<file path="config.mk">
export PLATFORM = sky130hd
export DESIGN_NAME = muldiv_unit_flat
export DESIGN_NICKNAME = d
export VERILOG_FILES = /design/src/rtl/rv32i_pkg.sv /design/src/rtl/muldiv_unit_if.sv /design/src/rtl/muldiv_step.sv /design/src/rtl/muldiv_unit.sv /design/src/flat_wrapper.sv
export SDC_FILE = /design/constraint.sdc
export NUM_CORES = 1
export LEC_CHECK = 0
export CORE_ASPECT_RATIO = 0.8
export CORE_MARGIN = 5
export CORE_UTILIZATION = 55
export DETAILED_ROUTE_END_ITERATION = 6
export PLACE_DENSITY_LB_ADDON = 0.05
export SLEW_MARGIN = 10
export SYNTH_ARGS = -nofsm -noshare
export SYNTH_HDL_FRONTEND = slang
export SYNTH_SLANG_ARGS = --single-unit
</file>
<file path="constraint.sdc">
create_clock -name clk -period 4.1 [get_ports clk]
set_input_delay 0.82 -clock clk [delete_from_list [all_inputs] [get_ports clk]]
set_output_delay 0.82 -clock clk [all_outputs]
set_load 0.03 [all_outputs]
</file>
<file path="src/rtl/rv32i_pkg.sv">
// Shared RV32 M-extension types: funct3 opcode enum, mul/div FSM states and
// helpers that decode operand signedness from the opcode.
package rv32i_pkg;

  typedef enum logic [2:0] {
    MD_MUL    = 3'b000,
    MD_MULH   = 3'b001,
    MD_MULHSU = 3'b010,
    MD_MULHU  = 3'b011,
    MD_DIV    = 3'b100,
    MD_DIVU   = 3'b101,
    MD_REM    = 3'b110,
    MD_REMU   = 3'b111
  } muldiv_op_t;

  typedef enum logic [1:0] {
    MD_IDLE = 2'd0,
    MD_CALC = 2'd1,
    MD_DONE = 2'd2
  } muldiv_state_t;

  function automatic logic op_is_div(input muldiv_op_t op);
    return op[2];
  endfunction

  function automatic logic op_a_signed(input muldiv_op_t op);
    return (op == MD_MUL) || (op == MD_MULH) || (op == MD_MULHSU) ||
           (op == MD_DIV) || (op == MD_REM);
  endfunction

  function automatic logic op_b_signed(input muldiv_op_t op);
    return (op == MD_MUL) || (op == MD_MULH) || (op == MD_DIV) || (op == MD_REM);
  endfunction

endpackage

</file>
<file path="src/rtl/muldiv_unit_if.sv">
// Request/result bundle of the iterative multiply/divide unit.
interface muldiv_unit_if import rv32i_pkg::*; #(
  parameter int unsigned XLEN = 32
) ();

  logic            start;
  muldiv_op_t      op;
  logic [XLEN-1:0] a;
  logic [XLEN-1:0] b;
  logic            flush;
  logic            ready;
  logic            result_valid;
  logic [XLEN-1:0] result;
  logic            zero;

  modport master (
    output start, op, a, b, flush,
    input  ready, result_valid, result, zero
  );

  modport slave (
    input  start, op, a, b, flush,
    output ready, result_valid, result, zero
  );

endinterface

</file>
<file path="src/rtl/muldiv_step.sv">
// One iteration on the {acc, opr} register pair: shift-add multiply step
// (LSB first, right shift) or restoring shift-subtract divide step.
module muldiv_step #(
  parameter int unsigned XLEN = 32
) (
  input  logic            is_div,
  input  logic [XLEN-1:0] acc_i,
  input  logic [XLEN-1:0] opr_i,
  input  logic [XLEN-1:0] mcand_i,
  output logic [XLEN-1:0] acc_o,
  output logic [XLEN-1:0] opr_o
);

  logic [XLEN:0] sum;
  logic [XLEN:0] rem_sh;
  logic [XLEN:0] diff;

  always_comb begin
    sum    = {1'b0, acc_i} + {1'b0, mcand_i};
    rem_sh = {acc_i, opr_i[XLEN-1]};
    diff   = rem_sh - {1'b0, mcand_i};
    acc_o  = acc_i;
    opr_o  = opr_i;
    if (is_div) begin
      // Borrow out of the top bit means the trial subtraction is restored.
      if (!diff[XLEN]) begin
        acc_o = diff[XLEN-1:0];
        opr_o = {opr_i[XLEN-2:0], 1'b1};
      end else begin
        acc_o = rem_sh[XLEN-1:0];
        opr_o = {opr_i[XLEN-2:0], 1'b0};
      end
    end else if (opr_i[0]) begin
      {acc_o, opr_o} = {sum, opr_i[XLEN-1:1]};
    end else begin
      {acc_o, opr_o} = {1'b0, acc_i, opr_i[XLEN-1:1]};
    end
  end

endmodule

</file>
<file path="src/rtl/muldiv_unit.sv">
// Iterative RV M-extension multiply/divide unit: one step per cycle on operand
// magnitudes, sign fix-up on completion, divide-by-zero/overflow short-cut.
module muldiv_unit import rv32i_pkg::*; #(
  parameter int unsigned XLEN = 32
) (
  input logic          clk,
  input logic          rst_n,
  muldiv_unit_if.slave bus
);

  localparam int unsigned PW = 2 * XLEN;
  localparam int unsigned CW = $clog2(XLEN + 1);
  localparam logic [XLEN-1:0] MOST_NEG = {1'b1, {(XLEN-1){1'b0}}};

  muldiv_state_t   state_q, state_d;
  muldiv_op_t      op_q, op_d;
  logic [CW-1:0]   cnt_q, cnt_d;
  logic            neg_a_q, neg_a_d, neg_b_q, neg_b_d, byp_q, byp_d;
  logic [XLEN-1:0] acc_q, acc_d, opr_q, opr_d, mcand_q, mcand_d;
  logic            ready_q, ready_d, valid_q, valid_d, zero_q, zero_d;
  logic [XLEN-1:0] result_q, result_d;

  logic            accept, a_neg, b_neg, div0, ovf, calc_div;
  logic [XLEN-1:0] a_mag, b_mag, byp_res, step_acc, step_opr;
  logic [PW-1:0]   prod, prod_s;
  logic [XLEN-1:0] quo_s, rem_s, done_res;

  function automatic logic [XLEN-1:0] negate(input logic [XLEN-1:0] x);
    return ~x + XLEN'(1);
  endfunction

  assign calc_div = op_is_div(op_q);

  muldiv_step #(.XLEN(XLEN)) u_step (
    .is_div  (calc_div),
    .acc_i   (acc_q),
    .opr_i   (opr_q),
    .mcand_i (mcand_q),
    .acc_o   (step_acc),
    .opr_o   (step_opr)
  );

  // Request decode: magnitudes, sign flags and the two CALC short-cuts.
  always_comb begin
    accept  = bus.start && ready_q && !bus.flush;
    a_neg   = op_a_signed(bus.op) && bus.a[XLEN-1];
    b_neg   = op_b_signed(bus.op) && bus.b[XLEN-1];
    a_mag   = a_neg ? negate(bus.a) : bus.a;
    b_mag   = b_neg ? negate(bus.b) : bus.b;
    div0    = op_is_div(bus.op) && (bus.b == '0);
    ovf     = ((bus.op == MD_DIV) || (bus.op == MD_REM)) &&
              (bus.a == MOST_NEG) && (bus.b == '1);
    byp_res = '0;
    if (div0) begin
      byp_res = bus.op[1] ? bus.a : '1;
    end else if (ovf) begin
      byp_res = bus.op[1] ? '0 : bus.a;
    end
  end

  // Completion: sign correction and result select.
  always_comb begin
    prod   = {acc_q, opr_q};
    prod_s = (neg_a_q ^ neg_b_q) ? (~prod + PW'(1)) : prod;
    quo_s  = (neg_a_q ^ neg_b_q) ? negate(opr_q) : opr_q;
    rem_s  = neg_a_q ? negate(acc_q) : acc_q;
    unique case (op_q)
      MD_MUL:                      done_res = prod_s[XLEN-1:0];
      MD_MULH, MD_MULHSU, MD_MULHU: done_res = prod_s[PW-1:XLEN];
      MD_DIV, MD_DIVU:             done_res = quo_s;
      default:                     done_res = rem_s;
    endcase
    if (byp_q) done_res = acc_q;
  end

  always_comb begin
    state_d  = state_q;
    op_d     = op_q;
    cnt_d    = cnt_q;
    neg_a_d  = neg_a_q;
    neg_b_d  = neg_b_q;
    byp_d    = byp_q;
    acc_d    = acc_q;
    opr_d    = opr_q;
    mcand_d  = mcand_q;
    result_d = result_q;
    zero_d   = zero_q;
    valid_d  = 1'b0;
    unique case (state_q)
      MD_IDLE: begin
        if (accept) begin
          op_d    = bus.op;
          cnt_d   = CW'(XLEN);
          byp_d   = div0 || ovf;
          neg_a_d = a_neg && !(div0 || ovf);
          neg_b_d = b_neg && !(div0 || ovf);
          acc_d   = (div0 || ovf) ? byp_res : '0;
          opr_d   = a_mag;
          mcand_d = b_mag;
          state_d = (div0 || ovf) ? MD_DONE : MD_CALC;
        end
      end
      MD_CALC: begin
        acc_d = step_acc;
        opr_d = step_opr;
        cnt_d = cnt_q - CW'(1);
        if (cnt_q == CW'(1)) state_d = MD_DONE;
      end
      MD_DONE: begin
        result_d = done_res;
        zero_d   = (done_res == '0);
        valid_d  = 1'b1;
        state_d  = MD_IDLE;
      end
      default: state_d = MD_IDLE;
    endcase
    // Flush drops any in-flight work and leaves the visible result untouched.
    if (bus.flush) begin
      state_d  = MD_IDLE;
      cnt_d    = '0;
      result_d = result_q;
      zero_d   = zero_q;
      valid_d  = 1'b0;
    end
    ready_d = (state_d == MD_IDLE);
  end

  always_ff @(posedge clk or negedge rst_n) begin
    if (!rst_n) begin
      state_q  <= MD_IDLE;
      op_q     <= MD_MUL;
      cnt_q    <= '0;
      neg_a_q  <= 1'b0;
      neg_b_q  <= 1'b0;
      byp_q    <= 1'b0;
      acc_q    <= '0;
      opr_q    <= '0;
      mcand_q  <= '0;
      ready_q  <= 1'b1;
      valid_q  <= 1'b0;
      result_q <= '0;
      zero_q   <= 1'b1;
    end else begin
      state_q  <= state_d;
      op_q     <= op_d;
      cnt_q    <= cnt_d;
      neg_a_q  <= neg_a_d;
      neg_b_q  <= neg_b_d;
      byp_q    <= byp_d;
      acc_q    <= acc_d;
      opr_q    <= opr_d;
      mcand_q  <= mcand_d;
      ready_q  <= ready_d;
      valid_q  <= valid_d;
      result_q <= result_d;
      zero_q   <= zero_d;
    end
  end

  assign bus.ready        = ready_q;
  assign bus.result_valid = valid_q;
  assign bus.result       = result_q;
  assign bus.zero         = zero_q;

endmodule

</file>
<file path="src/flat_wrapper.sv">
// flat-port wrapper written by rule: the top's interface ports become plain ports
module muldiv_unit_flat import rv32i_pkg::*;
#(
  parameter int unsigned XLEN = 32
)
  (clk, rst_n, bus_start, bus_op, bus_a, bus_b, bus_flush, bus_ready, bus_result_valid, bus_result, bus_zero);
  muldiv_unit_if #(.XLEN(XLEN)) bus_i ();
  input logic clk;
  input logic rst_n;
  input wire logic [$bits(bus_i.start)-1:0] bus_start;
  input wire logic [$bits(bus_i.op)-1:0] bus_op;
  input wire logic [$bits(bus_i.a)-1:0] bus_a;
  input wire logic [$bits(bus_i.b)-1:0] bus_b;
  input wire logic [$bits(bus_i.flush)-1:0] bus_flush;
  output wire logic [$bits(bus_i.ready)-1:0] bus_ready;
  output wire logic [$bits(bus_i.result_valid)-1:0] bus_result_valid;
  output wire logic [$bits(bus_i.result)-1:0] bus_result;
  output wire logic [$bits(bus_i.zero)-1:0] bus_zero;
  assign bus_i.start = bus_start;
  assign bus_i.op = bus_op;
  assign bus_i.a = bus_a;
  assign bus_i.b = bus_b;
  assign bus_i.flush = bus_flush;
  assign bus_ready = bus_i.ready;
  assign bus_result_valid = bus_i.result_valid;
  assign bus_result = bus_i.result;
  assign bus_zero = bus_i.zero;
  muldiv_unit #(.XLEN(XLEN)) u_core (.clk(clk), .rst_n(rst_n), .bus(bus_i));
endmodule
</file>
==> results of run 1 <==
placed cells by master (no fill, tap or decap), types with 71 or more instances in the layout:
master / count
sky130_fd_sc_hd__dfrtp_1: 141
sky130_fd_sc_hd__o21ai_0: 194
sky130_fd_sc_hd__clkdlybuf4s50_1: 104
sky130_fd_sc_hd__nor2_1: 154
sky130_fd_sc_hd__nand2_1: 220
sky130_fd_sc_hd__xnor2_1: 77
sky130_fd_sc_hd__xor2_1: 73
sky130_fd_sc_hd__ha_1: 71
sky130_fd_sc_hd__buf_4: 140
sky130_fd_sc_hd__a21oi_1: 160
kinds of logic after synthesis:
logic type	Yosys count	share of synthesized area
compound gates	718	0.307
xor+xnor	153	0.0895
fa+ha+maj	73	0.0620
buf+inv	228	0.0584
flops	145	0.243
mux	49	0.0328
simple gates	649	0.208
registers in the layout, summed over array words and instances (netlist names):
| signal | cells |
|---|---|
| u_core.neg_a_q | 1 |
| u_core.bus.result_valid | 1 |
| u_core.cnt_q | 6 |
| u_core.opr_q | 32 |
| u_core.bus.zero | 1 |
| u_core.acc_q | 32 |
| u_core.op_q | 3 |
| u_core.bus.result | 32 |
| u_core.bus.ready | 1 |
| u_core.byp_q | 1 |
| u_core.state_q | 2 |
| u_core.neg_b_q | 1 |
| u_core.mcand_q | 32 |
layer usage:
layer / global-route usage / vias up
li1: - / 7664
met1: 0.539 / 7946
met2: 0.541 / 1034
met3: 0.138 / 167
met4: 0.135 / 2
met5: 0 / -
cell type report:
type,instances,area (um2)
tap,364,455
inverter,71,267
sequential,145,3630
multi-input combinational,1642,10500
clock inverter,11,131
clock buffer,21,450
fill,2386,9390
timing repair buffer,249,2180
repair_timing:
action | in CTS | in global routing
resized for setup | 0 | 4
hold buffers | 0 | 0
setup buffers | 0 | 0
setup endpoints to repair | 0 | 2
worst min path at each step:
stage	start	to	slack (ns)	depth (start not counted)
floorplan	u_core.mcand_q[10]	u_core.mcand_q[10]	0.48	2
global placement	u_core.bus.result[1]	u_core.bus.result[1]	0.46	2
detailed placement	u_core.bus.result[31]	u_core.bus.result[31]	0.47	2
CTS	rst_n	u_core.mcand_q[5]	0.46	1
global route	rst_n	u_core.mcand_q[6]	0.48	1
finish	rst_n	u_core.mcand_q[5]	0.43	1
worst max-delay path: stages (launching register included):
cell and delay (ns):
sky130_fd_sc_hd__dfrtp_1 0.46, sky130_fd_sc_hd__or4_4 0.60, sky130_fd_sc_hd__or4_4 0.55, sky130_fd_sc_hd__or4_1 0.47, sky130_fd_sc_hd__or3_1 0.45, sky130_fd_sc_hd__o21ai_1 0.18
sky130_fd_sc_hd__a21oi_1 0.09, sky130_fd_sc_hd__a2bb2oi_1 0.18, sky130_fd_sc_hd__or4_1 0.62, sky130_fd_sc_hd__o31ai_1 0.28
power by group through the flow:
stage | clock [mW] | sequential, mW | combinational (mW)
after floorplan | 0 | 2.19 | 5.60
after global placement | 0 | 2.35 | 8.22
after detailed placement | 0 | 2.37 | 8.33
after CTS | 1.61 | 2.34 | 8.40
after global routing | 1.68 | 2.41 | 9.36
final | 1.61 | 2.38 | 8.71
==> results.md, run 1 <==
| Stage | Result | Reported |
|---|---|---|
| status | Run status | finished, violations left |
| status | Violated checks | DRC |
| yosys | Syn Std Cell Area | 0.0150 mm2 |
| power | Leakage power | 7.32 nW |
| setup path | Register-to-Register Setup Slack | 0.14 ns |
| die | Total die area | 0.0306 mm2 |
| die | Placeable core area | 0.0270 mm2 |
| grt | Leftover overflow at the end of global routing | 0 |
| setup path | R2r endpoint | u_core.bus.zero |
| sta | Worst hold margin | 0.428 ns |
| route | Uppermost metal layer occupied by signal nets | met5 |
| layout | Area growth, synth to finish | 17.8% |
| sta | RSZ-0062 raised after global routing | false |
| setup path | Startpoint type of the worst setup path | register |
| layout | Share of layout cells above drive strength 1 | 0.100 |
| setup path | Data arrival time at the worst-slack endpoint | 4.32 ns |
| route | Wire length per cell after detailed routing | 23.9 um |
| power | Part of the power in combinational logic | 0.686 |
| setup path | Launch point of the worst reg-to-reg path | u_core.opr_q[10] |
| clock tree | CTS root buffer | sky130_fd_sc_hd__clkbuf_16 |
| place | Post-DP Area | 0.0170 mm2 |
| yosys | Post-synthesis async set-or-reset flop share | 1.00 |
| sta | Worst-case clock skew | 0.00870 ns |
| yosys | Most used standard cell by instance count after synthesis | sky130_fd_sc_hd__nand2_1 |
| layout | Core utilization of the finished layout | 0.652 |
| grt | Wire length of the first global-routing pass | 92000 um |
| grt | Initial antenna violation count | 1 |
| clock tree | Clock sink count | 145 |
| setup path | Capturing element type of the critical path | register |
| yosys | Primary flip-flop cell chosen by synthesis mapping | sky130_fd_sc_hd__dfrtp_1 |
| clock tree | Register clock-pin slew on the reported worst setup and hold paths | 0.07 ns |
| clock tree | Maximum level of the CTS H-tree | 4 |
| layout | Diodes inserted | 0 |
| power | Power per cell area | 720 mW/mm2 |
| route | DR pass1 iterations | 7 |
| die | Top-level port count | 106 |
| yosys | Avg Inst Size Synth | 7.43 um2 |
| layout | Layout net count | 2270 |
| layout | Finished layout cell area | 0.0176 mm2 |
| die | Initial Util | 0.554 |
| power | Largest vdd supply drop | 0.351 mV |
| route | ANT nets after route | 0 |
| sta | Measured slew at the worst slew-check pin | 1.03 ns |
| clock tree | Total CTS buffers | 17 |
| route | Met3 routed WL | 8020 um |
| sta | Final-layout setup total negative slack | 0 ns |
| setup path | Critical Setup Path Class | register to register |
| yosys | FF+latch count, synth | 145 |
| grt | Via count of the first global-routing pass | 15684 |
| yosys | Number of enable flip-flop cells after synthesis | 0 |
| yosys | Seq/Total Area, Yosys | 0.243 |
| sta | Post-route clock period utilization | 0.966 |
| layout | Post-route insts no fill | 2503 |
| sta | Min Clock Period, post-route | 3.96 ns |
| yosys | Cell taking the most area after synthesis | sky130_fd_sc_hd__dfrtp_1 |
| route | Detailed-routing wirelength on met1 | 25500 um |
| power | Clock network fraction of total power | 0.127 |
| route | Vias per cell | 6.72 |
| setup path | Worst-path fanout max | 13 |
| setup path | Worst setup path startpoint | u_core.opr_q[10] |
| route | Total DRC errors in the routed layout | 2 |
| setup path | Endpoint of the most critical setup path | u_core.bus.zero |
| yosys | Most used standard cells in the synthesized netlist | sky130_fd_sc_hd__nand2_1 (220), sky130_fd_sc_hd__o21ai_0 (195), sky130_fd_sc_hd__a21oi_1 (161), sky130_fd_sc_hd__nor2_1 (155), sky130_fd_sc_hd__dfrtp_1 (143) |
| yosys | Total nets after synthesis | 2159 |
| place | Worst Setup Slack post-DPL | -0.0966 ns |
| die | Chip width | 194 um |
| route | Total detailed-routing wirelength | 59900 um |
| yosys | Largest cells by area after synthesis | sky130_fd_sc_hd__dfrtp_1 (24%), sky130_fd_sc_hd__o21ai_0 (6.5%), sky130_fd_sc_hd__ha_1 (5.9%), sky130_fd_sc_hd__nand2_1 (5.5%), sky130_fd_sc_hd__a21oi_1 (5.4%) |
| place | Detail Placement HPWL | 45900 um |
| power | Design Power | 12.7 mW |
| setup path | Required time reported for the critical path endpoint | 4.46 ns |
| sta | Final Hold Viols | 0 |
| die | Placement Rows | 54 |
| yosys | Number of warnings issued by yosys | 0 |
| place | Number of buffer cells added on primary ports | 105 |
| yosys | Distinct cells, synth | 82 |
| clock tree | Buffer depth of the longest clock path | 2 |
| route | Vias | 16813 |
| yosys | Gate count after technology mapping | 2015 |
| power | Total internal power | 6.15 mW |
| place | Routability congestion estimate from global placement | 1.01 |
| job | Number of maximum-capacitance violations | 0 |
| route | DRT iter0 DRCs | 2172 |
| min path | Worst min-delay path category | input pin to async pin |
| die | Floorplan die height | 158 um |
| power | Sequential share of power | 0.187 |
| setup path | Number of cells on the worst reg-to-reg path | 9 |
| power | Switching component of the power | 6.55 mW |
| sta | Setup violations, final | 0 |
| route | Routed length on met2 | 24100 um |
| power | Sw Ratio | 0.516 |
| grt | Total global routing track utilization | 0.382 |
| sta | Maximum clock frequency | 0.253 GHz |
| sta | Worst slew margin relative to its limit | 0.310 |
| sta | Post-route setup slack | 0.141 ns |
| sta | Number of slew-limit violations in the final report | 0 |
| clock tree | Clock tree from TritonCTS | done |
| clock tree | Clock latency reported for the late side of the worst-skew pair | 0.45 ns |
| place | Cell count after placement | 2471 |
| grt | Largest net degree at the start of global routing | 85 |
| yosys | Area share of the largest cell type after synthesis | 0.239 |
No activity file was read; power rests on OpenSTA's default activity.
==> run 2, diff against run 1 <==
- CORE_ASPECT_RATIO: 0.8 -> 1.1
==> run 2 against run 1 <==
Net effect:
- the flow now finishes without violations
- combinational power down 6.1%
- non-clock buffer count down 4
- total power down 3.7%
- sequential cell count unchanged
- register-to-register slack worse by 0.03 ns
- setup slack worse by 0.026 ns
- final cell count down 0.44%
- design area down 0.29%
- clock skew up 0.0051 ns
- maximum frequency down 0.65%
- critical endpoint unchanged
==> results.md, run 2 (synthesis gave the netlist of run 1 again) <==
| Stage | Result | Reported | Delta |
|---|---|---|---|
| status | Run status | finished clean |  |
| sta | Worst slew margin relative to its limit | 0.344 | +0.0332 |
| sta | Final Hold Viols | 0 | unchanged |
| route | DRT iter0 DRCs | 1938 | -11% |
| grt | Leftover overflow at the end of global routing | 0 | unchanged |
| sta | RSZ-0062 raised after global routing | false |  |
| clock tree | CTS root buffer | sky130_fd_sc_hd__clkbuf_16 |  |
| clock tree | Clock latency reported for the late side of the worst-skew pair | 0.45 ns | about the same |
| job | Number of maximum-capacitance violations | 0 | unchanged |
| place | Cell count after placement | 2460 | -0.45% |
| route | DR pass1 iterations | 6 | -1 |
| sta | Number of slew-limit violations in the final report | 0 | unchanged |
| clock tree | Clock sink count | 145 | unchanged |
| layout | Layout net count | 2266 | -0.18% |
| die | Top-level port count | 106 | unchanged |
| layout | Core utilization of the finished layout | 0.654 | +0.00165 |
| route | Wire length per cell after detailed routing | 22.9 um | -4.2% |
| route | Total detailed-routing wirelength | 57100 um | -4.6% |
| power | Sequential share of power | 0.200 | +0.013 |
| clock tree | Clock tree from TritonCTS | done |  |
| grt | Wire length of the first global-routing pass | 87700 um | -4.7% |
| grt | Initial antenna violation count | 0 | -1 |
| setup path | Required time reported for the critical path endpoint | 4.46 ns | about the same |
| layout | Post-route insts no fill | 2492 | -0.44% |
| die | Initial Util | 0.557 | +0.00302 |
| sta | Worst-case clock skew | 0.0138 ns | +0.00507 ns |
| grt | Via count of the first global-routing pass | 15537 | -0.94% |
| route | ANT nets after route | 0 | unchanged |
| clock tree | Total CTS buffers | 17 | unchanged |
| power | Switching component of the power | 6.28 mW | -4.2% |
| setup path | Number of cells on the worst reg-to-reg path | 9 | unchanged |
| route | Vias | 16478 | -2.0% |
| sta | Maximum clock frequency | 0.251 GHz | -0.65% |
| setup path | Launch point of the worst reg-to-reg path | u_core.opr_q[10] |  |
| route | Vias per cell | 6.61 | -1.6% |
| layout | Area growth, synth to finish | 17.5% |  |
| power | Part of the power in combinational logic | 0.669 | -0.017 |
| die | Placeable core area | 0.0269 mm2 | -0.54% |
| die | Placement Rows | 63 | +17% |
| layout | Share of layout cells above drive strength 1 | 0.101 | +0.000656 |
| power | Design Power | 12.2 mW | -3.7% |
| layout | Most common cell after layout, fill and taps aside | sky130_fd_sc_hd__nand2_1 |  |
| sta | Setup violations, final | 0 | unchanged |
| layout | Most frequent cells in the layout | sky130_fd_sc_hd__nand2_1 (220), sky130_fd_sc_hd__o21ai_0 (195), sky130_fd_sc_hd__a21oi_1 (160) |  |
| place | Detail Placement HPWL | 44300 um | -3.4% |
| grt | Largest net degree at the start of global routing | 67 | -21% |
| setup path | Worst-path fanout max | 13 | unchanged |
| power | Power per cell area | 695 mW/mm2 | -3.5% |
| die | Floorplan die height | 183 um | +16% |
| grt | Total global routing track utilization | 0.361 | -0.0216 |
| power | Total internal power | 5.95 mW | -3.2% |
| sta | Min Clock Period, post-route | 3.99 ns | +0.0260 ns |
| power | Leakage power | 7.31 nW | -0.12% |
| die | Chip width | 167 um | -14% |
| die | Total die area | 0.0306 mm2 | about the same |
| setup path | Critical Setup Path Class | register to register |  |
| power | Largest vdd supply drop | 0.368 mV | +4.7% |
| setup path | Startpoint type of the worst setup path | register |  |
| power | Clock network fraction of total power | 0.131 | +0.004 |
| place | Routability congestion estimate from global placement | 1.03 | +2.3% |
| layout | Diodes inserted | 0 | unchanged |
| setup path | R2r endpoint | u_core.bus.zero |  |
| clock tree | Register clock-pin slew on the reported worst setup and hold paths | 0.07 ns | about the same |
| sta | Worst hold margin | 0.354 ns | -0.0737 ns |
| clock tree | Maximum level of the CTS H-tree | 4 | unchanged |
| min path | Worst min-delay path category | input pin to async pin |  |
| setup path | Data arrival time at the worst-slack endpoint | 4.34 ns | +0.02 ns |
| clock tree | Buffer depth of the longest clock path | 2 | unchanged |
| route | Total DRC errors in the routed layout | 0 | -2 |
| sta | Post-route clock period utilization | 0.972 | +0.00635 |
| place | Number of buffer cells added on primary ports | 105 | unchanged |
| sta | Measured slew at the worst slew-check pin | 0.985 ns | -0.0472 ns |
| power | Sw Ratio | 0.513 | -0.00275 |
| setup path | Register-to-Register Setup Slack | 0.11 ns | -0.03 ns |
| setup path | Capturing element type of the critical path | register |  |
run 2: cell count changes in the layout (fill, tap and decap cells not counted), moves of 2 or more:
cell,change
sky130_fd_sc_hd__inv_8,+2
sky130_fd_sc_hd__inv_6,+4
sky130_fd_sc_hd__clkbuf_1,-3
sky130_fd_sc_hd__clkinvlp_4,-2
sky130_fd_sc_hd__buf_12,-2
sky130_fd_sc_hd__buf_4,-2
run 2: worst max path at each step:
stage,from,cells past startpoint,endpoint,slack (ns)
after floorplan,bus_a[6],13,u_core.acc_q[4],0.41
after global placement,bus_a[1],13,u_core.acc_q[13],0.02
after detailed placement,bus_b[20],11,u_core.acc_q[29],-0.04
after CTS,u_core.opr_q[10],11,u_core.bus.zero,0.08
after global routing,u_core.opr_q[10],9,u_core.bus.zero,0.004
final,u_core.opr_q[10],9,u_core.bus.zero,0.11
run 2: what timing repair did:
| item | CTS | global route |
|---|---|---|
| hold buffers | 0 | 0 |
| endpoints found under the setup margin | 0 | 2 |
| setup buffers | 0 | 0 |
| gates resized for setup | 0 | 5 |
run 2: cell type report:
cell class | count | area, um2
clock inverters | 14 | 144
clock buffers | 18 | 439
fillers | 2448 | 9300
flip-flops and latches | 145 | 3630
repair buffers | 245 | 2130
inverters | 71 | 267
multi-input cells | 1642 | 10500
well taps | 357 | 447
run 2: layer usage:
layer  global-route usage  part of all wire  vias up
met1                0.442              0.38     7731
met5                    0                 0        -
li1                     -                 -     7652
met4                0.244             0.077        0
met3               0.0619             0.085      209
met2                0.583              0.45      886
run 2: critical path, cell delays in order, from the launching register on:
cell and delay [ns]:
sky130_fd_sc_hd__dfrtp_1 0.45, sky130_fd_sc_hd__or4_4 0.60, sky130_fd_sc_hd__or4_4 0.62, sky130_fd_sc_hd__or4_1 0.44
sky130_fd_sc_hd__or3_1 0.43, sky130_fd_sc_hd__o21ai_0 0.23, sky130_fd_sc_hd__a21oi_1 0.11, sky130_fd_sc_hd__a2bb2oi_1 0.19
sky130_fd_sc_hd__or4_1 0.55, sky130_fd_sc_hd__o31ai_1 0.27
run 2: power by group through the flow:
stage,sequential (mW),combinational [mW],clock (mW)
2_1_floorplan,2.19,5.60,0
3_3_place_gp,2.42,7.83,0
3_5_place_dp,2.43,7.93,0
4_1_cts,2.40,7.98,1.61
5_1_grt,2.48,8.84,1.66
6_report,2.44,8.18,1.60
run 2: per-stage QoR:
step / area [um2] / worst slack, ns / setup TNS, ns
3_3_place_gp: 17000 / 0.0232 / 0
5_1_grt: 17600 / 0.00365 / 0
3_5_place_dp: 17000 / -0.0424 / -0.0424
4_1_cts: 17600 / 0.0803 / 0
6_report: 17600 / 0.115 / 0
2_1_floorplan: 15000 / 0.411 / 0
==> run 3, diff against run 2 <==
- CELL_PAD_IN_SITES_DETAIL_PLACEMENT: unset -> 0
- CELL_PAD_IN_SITES_GLOBAL_PLACEMENT: unset -> 1
- CORE_UTILIZATION: 55 -> 45
==> run 3 against run 2 <==
Net effect:
- routed wire length is 6.0% higher
- die area increased by 21%
- final cell count is 3.7% higher
- core utilization decreased by 12 points
- critical path type unchanged
- total power is 2.8% higher
- design area increased by 1.2%
- via count fell by 1.9%
- critical path depth did not move
==> results.md, run 3 (synthesis gave the netlist of run 1 again) <==
| Stage | Result | Reported | Delta |
|---|---|---|---|
| status | Run status | finished clean |  |
| sta | Worst-case clock skew | 0.0113 ns | -0.00246 ns |
| layout | Post-route insts no fill | 2583 | +3.7% |
| route | Total DRC errors in the routed layout | 0 | unchanged |
| setup path | Launch point of the worst reg-to-reg path | u_core.opr_q[10] |  |
| sta | Measured slew at the worst slew-check pin | 0.995 ns | +0.0104 ns |
| layout | Most frequent cells in the layout | sky130_fd_sc_hd__nand2_1 (220), sky130_fd_sc_hd__o21ai_0 (195), sky130_fd_sc_hd__a21oi_1 (159) |  |
| clock tree | Clock latency reported for the late side of the worst-skew pair | 0.46 ns | about the same |
| power | Total internal power | 6.15 mW | +3.4% |
| route | DRT iter0 DRCs | 1366 | -30% |
| die | Placeable core area | 0.0330 mm2 | +23% |
| setup path | Maximum single-stage delay on the critical path | 0.60 ns | -0.02 ns |
| route | ANT nets after route | 0 | unchanged |
| sta | Setup violations, final | 0 | unchanged |
| die | Total die area | 0.0370 mm2 | +21% |
| clock tree | Maximum level of the CTS H-tree | 4 | unchanged |
| route | Vias | 16166 | -1.9% |
| power | Part of the power in combinational logic | 0.689 | +0.020 |
| clock tree | Register clock-pin slew on the reported worst setup and hold paths | 0.07 ns | about the same |
| power | Leakage power | 7.37 nW | +0.77% |
| die | Chip width | 184 um | +9.9% |
| power | Largest vdd supply drop | 0.418 mV | +14% |
| layout | Share of layout cells above drive strength 1 | 0.106 | +0.00534 |
| min path | Worst min-delay path category | input pin to async pin |  |
| power | Switching component of the power | 6.41 mW | +2.2% |
| place | Worst Setup Slack post-DPL | -0.00637 ns | +0.0360 ns |
| layout | Finished layout cell area | 0.0178 mm2 | +1.2% |
| place | Detail Placement HPWL | 47300 um | +6.7% |
| sta | Number of slew-limit violations in the final report | 0 | unchanged |
| clock tree | CTS root buffer | sky130_fd_sc_hd__clkbuf_16 |  |
| place | Routability congestion estimate from global placement | 0.997 | -3.3% |
| route | Wire length per cell after detailed routing | 23.4 um | +2.2% |
| die | Top-level port count | 106 | unchanged |
| sta | Post-route clock period utilization | 0.957 | -0.0151 |
| grt | Wire length of the first global-routing pass | 92700 um | +5.6% |
| sta | Worst hold margin | 0.405 ns | +0.0506 ns |
| route | Total detailed-routing wirelength | 60500 um | +6.0% |
| setup path | Cell with the largest stage delay on the worst path | sky130_fd_sc_hd__or4_4 |  |
| setup path | Startpoint type of the worst setup path | register |  |
| clock tree | Total CTS buffers | 17 | unchanged |
| grt | Total global routing track utilization | 0.321 | -0.0397 |
| power | Power per cell area | 706 mW/mm2 | +1.6% |
| layout | Area growth, synth to finish | 18.8% |  |
| route | Vias per cell | 6.26 | -5.3% |
| clock tree | Clock tree from TritonCTS | done |  |
| layout | Most common cell after layout, fill and taps aside | sky130_fd_sc_hd__nand2_1 |  |
| setup path | Data arrival time at the worst-slack endpoint | 4.29 ns | -0.05 ns |
| place | Post-DP Area | 0.0172 mm2 | +1.4% |
| power | Sequential share of power | 0.188 | -0.012 |
| power | Clock network fraction of total power | 0.123 | -0.008 |
| sta | RSZ-0062 raised after global routing | false |  |
| setup path | Critical Setup Path Class | register to register |  |
| die | Placement Rows | 70 | +11% |
| grt | Largest net degree at the start of global routing | 87 | +30% |
| setup path | Worst-path fanout max | 13 | unchanged |
| clock tree | Buffer depth of the longest clock path | 2 | unchanged |
| setup path | Worst setup path startpoint | u_core.opr_q[10] |  |
| setup path | Capturing element type of the critical path | register |  |
| sta | Maximum clock frequency | 0.255 GHz | +1.6% |
| job | Number of maximum-capacitance violations | 0 | unchanged |
| route | DR pass1 iterations | 6 | unchanged |
| place | Number of buffer cells added on primary ports | 105 | unchanged |
| die | Floorplan die height | 201 um | +10% |
| power | Sw Ratio | 0.510 | -0.00294 |
| sta | Final Hold Viols | 0 | unchanged |
| layout | Layout net count | 2281 | +0.66% |
| grt | Leftover overflow at the end of global routing | 0 | unchanged |
| clock tree | Post-CTS Setup Bufs | 0 | unchanged |
| clock tree | Clock sink count | 145 | unchanged |
| sta | Post-route setup slack | 0.177 ns | +0.0621 ns |
| setup path | Required time reported for the critical path endpoint | 4.47 ns | about the same |
| sta | Min Clock Period, post-route | 3.92 ns | -0.0621 ns |
| grt | Via count of the first global-routing pass | 15364 | -1.1% |
| sta | Worst slew margin relative to its limit | 0.336 | -0.00748 |
| die | Initial Util | 0.453 | -0.104 |
| setup path | Cells along the critical path | or4_4, or4_4, or4_1, or3_1, o21ai_0, a21oi_1, a2bb2oi_1, or4_1, o31ai_1 |  |
| power | Design Power | 12.6 mW | +2.8% |
| place | Cell count after placement | 2550 | +3.7% |
| grt | Initial antenna violation count | 1 | +1 |
-- run 3: per-stage QoR --
step | TNS (ns) | utilization
floorplan | 0 | -
global placement | -0.00131 | 0.521
detailed placement | -0.00637 | 0.521
CTS | 0 | 0.538
global route | 0 | 0.539
finish | 0 | 0.539
-- run 3: timing repair --
action / in CTS / in global routing
hold buffers: 0 / 0
endpoints found under the setup margin: 0 / 4
gates resized for setup: 0 / 6
-- run 3: worst paths after layout --
check                                        end  cells after the start  slack [ns]
setup / recovery                 u_core.bus.zero                      9        0.18
hold / removal             u_core.bus.result[12]                      1        0.40
setup reg to reg                 u_core.bus.zero                      9        0.18
hold reg to reg            u_core.bus.result[20]                      2        0.47
max in group asynchronous     u_core.mcand_q[25]                      2        2.89
min in group clk           u_core.bus.result[20]                      2        0.47
-- run 3: power groups by stage --
stage / registers [mW] / clock network (mW) / logic, mW
CTS: 2.34 / 1.56 / 8.51
finish: 2.36 / 1.54 / 8.66
detailed placement: 2.35 / 0 / 8.47
floorplan: 2.19 / 0 / 5.60
global placement: 2.36 / 0 / 8.43
global route: 2.40 / 1.63 / 9.40
-- run 3: layer usage --
layer  vias up  global-route usage  part of all wire
li1       7670                   -                 -
met1      7718               0.417              0.42
met2       627               0.510              0.46
met4         0               0.170             0.062
met5         -                   0                 0
met3       151              0.0526             0.063
-- run 3: cell type report --
class,instances,area (um2)
antenna,1,2.50
clock buffer,22,464
clock inverter,10,86.3
fill,3205,15200
inverter,71,267
multi-input combinational,1642,10500
sequential,145,3630
tap,432,541
timing repair buffer,260,2270
-- run 3: worst max-delay path: cells and delay by family, from the launching register on --
family | cells | cell delay, ns
AND/OR/NAND/NOR | 5 | 2.57
AO/OA/AOI/OAI | 4 | 0.80
flip-flops | 1 | 0.44
==> RTL change (config.mk and constraints of run 2) <==
`XLEN` is set to 32 in 4 places; all go to 16.
--- a/src/rtl/muldiv_unit_if.sv
+++ b/src/rtl/muldiv_unit_if.sv
@@ -1,6 +1,6 @@
 // Request/result bundle of the iterative multiply/divide unit.
 interface muldiv_unit_if import rv32i_pkg::*; #(
-  parameter int unsigned XLEN = 32
+  parameter int unsigned XLEN = 16
 ) ();
 
   logic            start;
--- a/src/rtl/muldiv_step.sv
+++ b/src/rtl/muldiv_step.sv
@@ -1,7 +1,7 @@
 // One iteration on the {acc, opr} register pair: shift-add multiply step
 // (LSB first, right shift) or restoring shift-subtract divide step.
 module muldiv_step #(
-  parameter int unsigned XLEN = 32
+  parameter int unsigned XLEN = 16
 ) (
   input  logic            is_div,
   input  logic [XLEN-1:0] acc_i,
--- a/src/rtl/muldiv_unit.sv
+++ b/src/rtl/muldiv_unit.sv
@@ -1,7 +1,7 @@
 // Iterative RV M-extension multiply/divide unit: one step per cycle on operand
 // magnitudes, sign fix-up on completion, divide-by-zero/overflow short-cut.
 module muldiv_unit import rv32i_pkg::*; #(
-  parameter int unsigned XLEN = 32
+  parameter int unsigned XLEN = 16
 ) (
   input logic          clk,
   input logic          rst_n,
--- a/src/flat_wrapper.sv
+++ b/src/flat_wrapper.sv
@@ -1,7 +1,7 @@
 // flat-port wrapper written by rule: the top's interface ports become plain ports
 module muldiv_unit_flat import rv32i_pkg::*;
 #(
-  parameter int unsigned XLEN = 32
+  parameter int unsigned XLEN = 16
 )
   (clk, rst_n, bus_start, bus_op, bus_a, bus_b, bus_flush, bus_ready, bus_result_valid, bus_result, bus_zero);
   muldiv_unit_if #(.XLEN(XLEN)) bus_i ();
Ports: changed (resized bus_a, bus_b and bus_result); port bits go from 106 to 58. The function was not compared with the original's and may differ.
==> RTL change against run 2 <==
- final area is 51% lower
- synthesized cell count decreased by 51%
- non-clock buffer count is 164 lower
- hold slack improved by 0.12 ns
- die area decreased by 46%
- sequential cell count shrank 65
- worst setup slack better by 0.29 ns
- via count shrank 53%
- wire length fell by 59%
- total power down 53%
- synthesized area shrank 48%
- critical endpoint is now u_core.acc_q[9]
- largest power group unchanged
==> RTL change: results (changes against run 2) <==
----------------------------------------------------
[STA]
  Slew of the pin with the lowest slew margin ... 0.8818 ns (was 0.9847 ns)
  Smallest setup slack after layout ... 0.4089 ns (was 0.1148 ns)

[Min path]
  HP Class ... flop to flop (was input pin to async pin)

[Global route]
  All-layer global routing usage ... 28.76% (was 36.07%)
  First-pass GRT wire length ... 37.65 mm (was 87.73 mm)
  Fraction of met1 tracks used by global routing ... 37.80% (was 44.21%)
  Met2 usage ... 47.60% (was 58.31%)

[Detailed routing]
  Routed wire length on met2 ... 11.51 mm (was 25.98 mm)
  Wire length after detailed routing ... 23.57 mm (was 57.11 mm)
  Average via count per standard cell ... 6.363 (was 6.612)
  Routed met1 length ... 9.705 mm (was 21.85 mm)

[Setup path]
  Worst stage delay on the critical path ... 0.49 ns (was 0.62 ns)
  Critical path fanouts, max ... 20 (was 13)
  Crit path arrival time ... 3.90 ns (was 4.34 ns)
  Capturing element of the worst setup path ... u_core.acc_q[9] (was u_core.bus.zero)
  Setup slack, reg-to-reg ... 0.41 ns (was 0.11 ns)

[Final layout]
  Fraction of layout cells with a size suffix above 1 ... 7.339% (was 10.07%)

[Logic synthesis]
  Count of distinct cell types in the synthesized netlist ... 88 (was 82)
  Synthesized-area fraction occupied by xor and xnor cells ... 7.752% (was 8.952%)
  Area contributors post-synth ... sky130_fd_sc_hd__dfrtp_1 (25%), sky130_fd_sc_hd__a21oi_1 (7.0%), sky130_fd_sc_hd__ha_1 (6.3%), sky130_fd_sc_hd__o21ai_0 (5.6%), sky130_fd_sc_hd__nand2_1 (4.6%) (was sky130_fd_sc_hd__dfrtp_1 (24%), sky130_fd_sc_hd__o21ai_0 (6.5%), sky130_fd_sc_hd__ha_1 (5.9%), sky130_fd_sc_hd__nand2_1 (5.5%), sky130_fd_sc_hd__a21oi_1 (5.4%))
  Net Count, Synth ... 1074 (was 2159)
  Post-synthesis sequential area ratio ... 25.71% (was 24.26%)
  Area share of fa/ha/maj cells after synthesis ... 6.773% (was 6.202%)

[CTS]
  Worst-Skew Late Latency ... 0.36 ns (was 0.45 ns)
  H-tree levels ... 3 (was 4)
  Clock buffer count from CTS ... 9 (was 17)

[Run status]
  Result of the run ... finished, final reports clean (unchanged)

[Placement]
  Setup Slack @ Placement ... 0.4493 ns (was -0.04237 ns)
  Final weighted congestion in routability-driven placement ... 0.9060 (was 1.032)

[Power]
  Max rail drop VDD ... 0.2510 mV (was 0.3678 mV)

----------------------------------------------------
[RTL change: through the flow]
step | util [%] | std cells | instance area, um2 | power [W]
4_1_cts | 62.82 | 1210 | 8701 | 0.005677
3_3_place_gp | 60.61 | 1194 | 8396 | 0.004775
2_1_floorplan | - | 994 | 7796 | 0.003993
6_report | 62.82 | 1210 | 8701 | 0.005735
3_5_place_dp | 60.61 | 1194 | 8396 | 0.004809
5_1_grt | 62.82 | 1210 | 8701 | 0.006139
[RTL change: layout make-up]
type | instances | area, um2
clock inverters | 7 | 80.08
clock buffers | 9 | 225.2
fillers | 1315 | 5150
multi-input cells | 807 | 5253
inverters | 38 | 142.6
repair buffers | 81 | 760.7
flip-flops and latches | 80 | 2004
well taps | 188 | 235.2
[RTL change: power breakdown]
group,switching [W],total (W),internal [W]
registers,0.000467,0.00145,0.000983
logic,0.00194,0.00342,0.00148
clock network,0.000383,0.000862,0.000479
